### src/rtl/cram_load_seq.sv
// Diagnostic CRAM loader/verifier: assembles three EBUS chunks into one CRAM word,
// then writes it or reads it back and compares, holding the EBOX clock while busy.
module cram_load_seq #(
    parameter int ADR_W   = 11,
    parameter int DATA_W  = 84,
    parameter int CHUNK_W = 28
) (
    input  logic              eboxClk,
    input  logic              eboxResetN,
    input  logic              start,
    input  logic              verify,
    input  logic              abort,
    input  logic [ADR_W-1:0]  startAdr,
    input  logic [ADR_W:0]    wordCount,
    input  logic              dataValid,
    input  logic [0:35]       dataIn,
    output logic              dataReady,
    output logic [ADR_W-1:0]  cramAdr,
    output logic [DATA_W-1:0] cramWrData,
    output logic              cramWrEn,
    output logic              cramRdEn,
    input  logic [DATA_W-1:0] cramRdData,
    output logic              clkHold,
    output logic              busy,
    output logic              done,
    output logic              error,
    output logic [ADR_W-1:0]  errAdr,
    output logic [ADR_W:0]    wordsDone
);

    typedef enum logic [2:0] {
        S_IDLE, S_CH0, S_CH1, S_CH2, S_WRITE, S_READ, S_CHECK, S_DONE
    } state_t;

    localparam logic [ADR_W+1:0] CRAM_WORDS = {2'b01, {ADR_W{1'b0}}};

    state_t              state_q, state_d;
    logic                verify_q, verify_d;
    logic [ADR_W:0]      count_q, count_d;
    logic [ADR_W-1:0]    adr_d, err_adr_d;
    logic [DATA_W-1:0]   wr_data_d;
    logic                error_d;
    logic [ADR_W:0]      words_d, words_inc;
    logic [ADR_W+1:0]    end_sum;
    logic [CHUNK_W-1:0]  chunk;
    logic                xfer;
    logic                unused_hi;

    assign chunk     = dataIn[36-CHUNK_W:35];
    assign unused_hi = ^dataIn[0:35-CHUNK_W];
    assign words_inc = wordsDone + 1'b1;
    assign end_sum   = {2'b00, startAdr} + {1'b0, wordCount};
    assign busy      = (state_q != S_IDLE);
    assign clkHold   = busy;

    always_comb begin
        state_d    = state_q;
        verify_d   = verify_q;
        count_d    = count_q;
        adr_d      = cramAdr;
        wr_data_d  = cramWrData;
        error_d    = error;
        err_adr_d  = errAdr;
        words_d    = wordsDone;
        dataReady  = 1'b0;
        cramWrEn   = 1'b0;
        cramRdEn   = 1'b0;
        done       = 1'b0;
        xfer       = 1'b0;

        // abort freezes every register except the state, and suppresses all strobes
        if (abort) begin
            state_d = S_IDLE;
        end else begin
            case (state_q)
                S_IDLE: begin
                    if (start) begin
                        verify_d  = verify;
                        count_d   = wordCount;
                        adr_d     = startAdr;
                        error_d   = 1'b0;
                        err_adr_d = '0;
                        words_d   = '0;
                        if (wordCount == '0) begin
                            state_d = S_DONE;
                        end else if (end_sum > CRAM_WORDS) begin
                            error_d   = 1'b1;
                            err_adr_d = startAdr;
                            state_d   = S_DONE;
                        end else begin
                            state_d = S_CH0;
                        end
                    end
                end
                S_CH0: begin
                    dataReady = 1'b1;
                    xfer      = dataValid;
                    if (xfer) begin
                        wr_data_d[DATA_W-1 -: CHUNK_W] = chunk;
                        state_d = S_CH1;
                    end
                end
                S_CH1: begin
                    dataReady = 1'b1;
                    xfer      = dataValid;
                    if (xfer) begin
                        wr_data_d[DATA_W-CHUNK_W-1 -: CHUNK_W] = chunk;
                        state_d = S_CH2;
                    end
                end
                S_CH2: begin
                    dataReady = 1'b1;
                    xfer      = dataValid;
                    if (xfer) begin
                        wr_data_d[CHUNK_W-1:0] = chunk;
                        state_d = verify_q ? S_READ : S_WRITE;
                    end
                end
                S_WRITE: begin
                    cramWrEn = 1'b1;
                    words_d  = words_inc;
                    if (words_inc == count_q) begin
                        state_d = S_DONE;
                    end else begin
                        adr_d   = cramAdr + ADR_W'(1);
                        state_d = S_CH0;
                    end
                end
                S_READ: begin
                    cramRdEn = 1'b1;
                    state_d  = S_CHECK;
                end
                S_CHECK: begin
                    if (cramRdData != cramWrData) begin
                        error_d   = 1'b1;
                        err_adr_d = cramAdr;
                        state_d   = S_DONE;
                    end else begin
                        words_d = words_inc;
                        if (words_inc == count_q) begin
                            state_d = S_DONE;
                        end else begin
                            adr_d   = cramAdr + ADR_W'(1);
                            state_d = S_CH0;
                        end
                    end
                end
                S_DONE: begin
                    done    = 1'b1;
                    state_d = S_IDLE;
                end
                default: state_d = S_IDLE;
            endcase
        end
    end

    always_ff @(posedge eboxClk or negedge eboxResetN) begin
        if (!eboxResetN) begin
            state_q    <= S_IDLE;
            verify_q   <= 1'b0;
            count_q    <= '0;
            cramAdr    <= '0;
            cramWrData <= '0;
            error      <= 1'b0;
            errAdr     <= '0;
            wordsDone  <= '0;
        end else begin
            state_q    <= state_d;
            verify_q   <= verify_d;
            count_q    <= count_d;
            cramAdr    <= adr_d;
            cramWrData <= wr_data_d;
            error      <= error_d;
            errAdr     <= err_adr_d;
            wordsDone  <= words_d;
        end
    end

endmodule

### config.mk
export PLATFORM = sky130hd
export DESIGN_NAME = cram_load_seq
export DESIGN_NICKNAME = d
export VERILOG_FILES = /design/src/rtl/cram_load_seq.sv
export SDC_FILE = /design/constraint.sdc
export NUM_CORES = 1
export LEC_CHECK = 0
export ABC_AREA = 1
export CAP_MARGIN = 20
export CORE_MARGIN = 3
export CORE_UTILIZATION = 47
export DETAILED_ROUTE_END_ITERATION = 16
export PLACE_DENSITY = 0.82
export SYNTH_ARGS = -nofsm -noshare
export SYNTH_HDL_FRONTEND = slang
export SYNTH_SLANG_ARGS = --single-unit
export TNS_END_PERCENT = 100
### constraint.sdc
create_clock -name eboxClk -period 2.5 [get_ports eboxClk]
set_input_delay 0.25 -clock eboxClk [delete_from_list [all_inputs] [get_ports eboxClk]]
set_output_delay 0.25 -clock eboxClk [all_outputs]
set_load 0.02 [all_outputs]
Word level (Yosys, flattened, before mapping)
Index checks and enable logic that the tools add are counted.
{ "word_totals": {"ff_bits": 135, "inputBits": 149, "out_inout_bits": 125, "elab_cells": 80} }
{ "classes": {"add_sub_neg": 3, "magnitude_cmp": 1, "eq_ne": 16, "mux": 36, "bitwise_logic": 1, "reduce_logical": 13} }
{ "ops": {"columns": ["op", "n"], "rows": [
  ["84-bit != test", 1],
  ["11-bit 2-to-1 mux", 7],
  ["12-bit one-hot mux with 3 select lines", 1],
  ["11-bit one-hot mux with 3 select lines", 1],
  ["3-bit 2-to-1 mux", 9],
  ["12-bit 2-to-1 mux", 2],
  ["3-bit one-hot mux with 8 select lines", 1],
  ["11-bit one-hot mux with 2 select lines", 1],
  ["11-bit by 12-bit adder with 13-bit output", 1],
  ["13-bit by 12-bit > comparator with 1-bit output (second input constant)", 1],
  ["1-bit 2-to-1 mux", 13],
  ["12-bit by 1-bit adder with 12-bit output (second input constant)", 1],
  ["12-bit == test", 1],
  ["3-bit == test (second input constant)", 4],
  ["12-bit zero test", 1],
  ["3-bit != test (second input constant)", 4],
  ["3-bit AND reduction", 4],
  ["4-bit AND reduction", 3],
  ["11-bit by 1-bit adder with 11-bit output (second input constant)", 1],
  ["3-bit by 2-bit == test with 1-bit output (second input constant)", 2],
  ["2-bit != test (second input constant)", 3],
  ["3-bit nonzero test", 2],
  ["3-bit by 1-bit == test with 1-bit output (second input constant)", 1],
  ["3-bit zero test", 1],
  ["4 further kinds", 4]
]} }

Longest topological paths before layout
{ "logic_depth": {"ltp_word": 7, "ltp_mapped": 17, "mapped_depth_nobuf": 16} }

Worst setup path after synthesis
OpenSTA, ideal clock, no wires.
{ "synth_timing": {"path_type": "input -> register", "startpoint": "input startAdr[0]", "endpoint": "register errAdr[5]", "setup_ns": 0.117, "arrival_time_ns": 2.013, "required_time_ns": 2.383, "path_slack_ns": 0.370, "cell_stages": 14, "n_path_buf": 1, "cell_sequence": "ha_1 fa_1 or2_2 nor2_1 nand3_1 nor2_1 nand3_1 nor2_1 nand3_1 buf_2 nand4_1 nand2_1 nand2_1 nand2_1"} }
{ "synth_via": {"elab_chain_len": 6} }
{ "synth_rtl": {"columns": ["element", "line_no", "text"], "rows": [
  ["from (decl)", "13", "input logic [ADR_W-1:0] startAdr,"],
  ["11-bit by 12-bit adder with 13-bit output", "52", "assign end_sum = {2'b00, startAdr} + {1'b0, wordCount};"],
  ["13-bit by 12-bit > comparator with 1-bit output", "86", "end else if (end_sum > CRAM_WORDS) begin"],
  ["11-bit 2-to-1 mux", "86", null],
  ["11-bit 2-to-1 mux", "84", "if (wordCount == '0) begin"],
  ["11-bit 2-to-1 mux", "77", "if (start) begin"],
  ["11-bit one-hot mux with 2 select lines", "75", "case (state_q)"],
  ["to (signal assigned)", "174", "errAdr <= err_adr_d;"],
  ["to (decl)", "27", "output logic [ADR_W-1:0] errAdr,"]
]} }
No other way between the ends. The select of a mux whose other input is x is not followed.
A chain may end at the register's enable or synchronous reset.

Final worst setup path
{ "layout_timing": {"startpoint": "input startAdr[0]", "endpoint": "register errAdr[4]"} }
Same word-level chain as after synthesis.

==> flow_summary.yaml <==
outcome:
  status: "finished, final reports clean"
die:
  rows: 47
  die-area_sq_um: 19100
  ios: 274
  fp.dieH_um: 138
  die_width_um: 138
  start_util: 0.487
  core_sq_um: 16900
synth:
  synth_area_leaders: "dfrtp_1 41%, nand2_1 18%, o21ai_0 6.8%"
  avgSynthCellArea_sq_um: 7.05
  syn_nets: 1329
  syn_inst: 1166
  yosysTopAreaCell: "dfrtp_1"
  synth.top_cell.area_share: 0.411
  mappedNetlistArea_sq_um: 8220
  synth_warnings: 0
  ys_ff_latch: 135
  seq_area_frac_synth: 0.411
  synthDistinctLibCells: 36
place:
  postPlaceCellArea_sq_um: 11400
  port_buffers: 265
  dp_cells: 1655
  gp_congestion: 0.935
  dpl.hpwl_um: 20900
final_layout:
  fin_nets: 1618
  final_cells: 1687
  layout_common_cells: "385 x nand2_1, 263 x clkdlybuf4s50_1, 148 x inv_1"
  area_delta_synth_final_pct: 45.4
  layout-drive-gt1-share: 0.0737
  seq_area_sq_um: 3380
  multi_input_area_sq_um: 4120
  postLayoutCellArea_sq_um: 12000
  layout.cells.most_common: "nand2_1"
  fill_cells: 1378
drt:
  drc: 0
  wl_um: 26500
  drtIter0Drc: 611
  antenna_left: 0
  vias_per_cell: 5.04
  wire_per_inst_um: 15.7
  vias: 8505
  drt-pass1-iter-count: 5
hold_path:
  holdPathEnd: "count_q[0]"
  hp-class: "input pin to register"
  min_path_cells: 3
  min_from: "wordCount[0]"
timing:
  skew_ns: 0.00720
  hold-worst-slack_ns: 0.218
  setup_tns_ns: 0
  maxSlewViolCount: 0
  relSlewSlack: 0.681
  hold_viol_final: 0
  period_needed_ns: 2.36
  finalCritPeriodShare: 0.943
  setup_viol: 0
  fmax_mhz: 424
  worstMarginPinSlew_ns: 0.475
pwr:
  p_per_area_nw_per_um2: 1100
  leakagePower_nw: 5.94
  ir_worst_vdd_mv: 0.632
global_route:
  grt_start_max_net_pins: 57
  grt-ovfl-total: 0
  grt_pass1_vias: 8013
  grtUsageMet2: 0.450
  busiest_layer: "met2"
  track_usage: 0.273
  met1_usage: 0.358
  antenna_found_initial: 1
  grtUsageMet3: 0.0539
  grt_first_pass_wirelength_um: 42200
setup_path:
  cp.required_ns: 2.81
  end_kind: "register"
  reg2reg_slack_ns: 0.30
  reg2reg_from: "cramWrData[0]"
  reg2reg_depth: 13
  path_max_fanout: 11
  r2r_end: "cramAdr[10]"
  worst_setup_path_start_kind: "input pin"
  critPathArrivalTime_ns: 2.67
  path_class: "input pin to register"
clocking:
  cts_setup_buffers: 0
  cts_max_path_buffers: 2
  cts_tree: "done"
  cts_max_level: 4
  numCtsBuffers: 17
  root_buffer: "clkbuf_16"
  clk_pin_slew_ns: 0.06
  clkSinkCount: 135
  clk_latency_ns: 0.42
flow_run:
  maxCapViolations: 0
==> cell usage after synthesis, drive strengths merged <==
master  instances
nand2         390
inv           156
dfrtp         135
o21ai         124
nor2          114
nand3          70
xor2           52
clkbuf         25
nand4          24
xnor2          20
ha             13
buf            11
a21oi           9
or2             8
nor3            4
nand3b          3
a32oi           1
and2            1
and3            1
fa              1
mux2            1
mux2i           1
o21a            1
o31ai           1
==> critical path: stages <==
cell	delay, ns
clkdlybuf4s50_1	0.50
ha_2	0.19
fa_1	0.40
or2_2	0.30
nor2_1	0.12
nand3_1	0.08
nor2_1	0.11
nand3_1	0.09
nor2_2	0.10
nand3_2	0.11
buf_6	0.17
nand4_1	0.06
nand2_1	0.06
nand2_1	0.06
nand2_1	0.05
==> metal layers <==
metal | vias up | share of wire
li1 | 4210 | -
met3 | 55 | 0.067
met5 | - | 0
met4 | 0 | 0.032
met1 | 3887 | 0.42
met2 | 353 | 0.48
==> state kept, by name, indices dropped and copies added (netlist names) <==
register	cells
wordsDone	12
state_q	3
cramAdr	11
error	1
count_q	12
errAdr	11
verify_q	1
cramWrData	84
==> where the power goes <==
part           leakage [nW]  internal [W]  switching [W]  total (W)
registers              1.72       0.00315        0.00114    0.00429
clock network         0.271       0.00150       0.000895    0.00239
logic                  3.94       0.00295        0.00346    0.00641
==> cells by family (layout without fill, tap and decap cells) <==
| group | count (synthesis) | after routing | synth area share |
|---|---|---|---|
| AO/OA/AOI/OAI | 136 | 136 | 0.0843 |
| buffers and inverters | 192 | 492 | 0.0913 |
| multiplexers | 2 | 2 | 0.00259 |
| AND/OR/NAND/NOR | 615 | 615 | 0.312 |
| adder cells (fa/ha/maj) | 14 | 14 | 0.0222 |
| XOR/XNOR | 72 | 72 | 0.0767 |
| other | 0 | 1 | 0 |
| flip-flops | 135 | 135 | 0.411 |
==> timing repair <==
item / in CTS / in global routing
endpoints found under the hold margin: 49 / 0
hold buffers: 1 / 0
gates resized for setup: 0 / 6
endpoints found under the setup margin: 0 / 13
==> stage by stage <==
step | worst slack [ns] | utilization | power (W)
final | 0.142 | 0.708 | 0.0131
after global routing | -0.0188 | 0.708 | 0.0139
after CTS | 0.0897 | 0.707 | 0.0131
after detailed placement | -0.350 | 0.673 | 0.0107
after global placement | -0.277 | 0.673 | 0.0105
after floorplan | 0.370 | - | 0.00758
==> worst max-delay path by stage <==
stage / from / to / slack [ns] / cells past startpoint
after floorplan: startAdr[0] / errAdr[5] / 0.37 / 14
after global placement: startAdr[0] / errAdr[8] / -0.28 / 15
after detailed placement: wordCount[0] / errAdr[4] / -0.35 / 15
after CTS: wordCount[0] / errAdr[4] / 0.09 / 15
after global routing: startAdr[0] / errAdr[4] / -0.02 / 15
final: startAdr[0] / errAdr[4] / 0.14 / 15
==> final cells by class <==
cell class | count | area share
inverter | 156 | 0.0490
multi-input combinational | 839 | 0.344
clock inverter | 9 | 0.00858
tap | 220 | 0.0230
timing repair buffer | 306 | 0.254
sequential | 135 | 0.283
antenna | 1 | 0.000209
clock buffer | 21 | 0.0385
No activity file was read; power rests on OpenSTA's default activity.
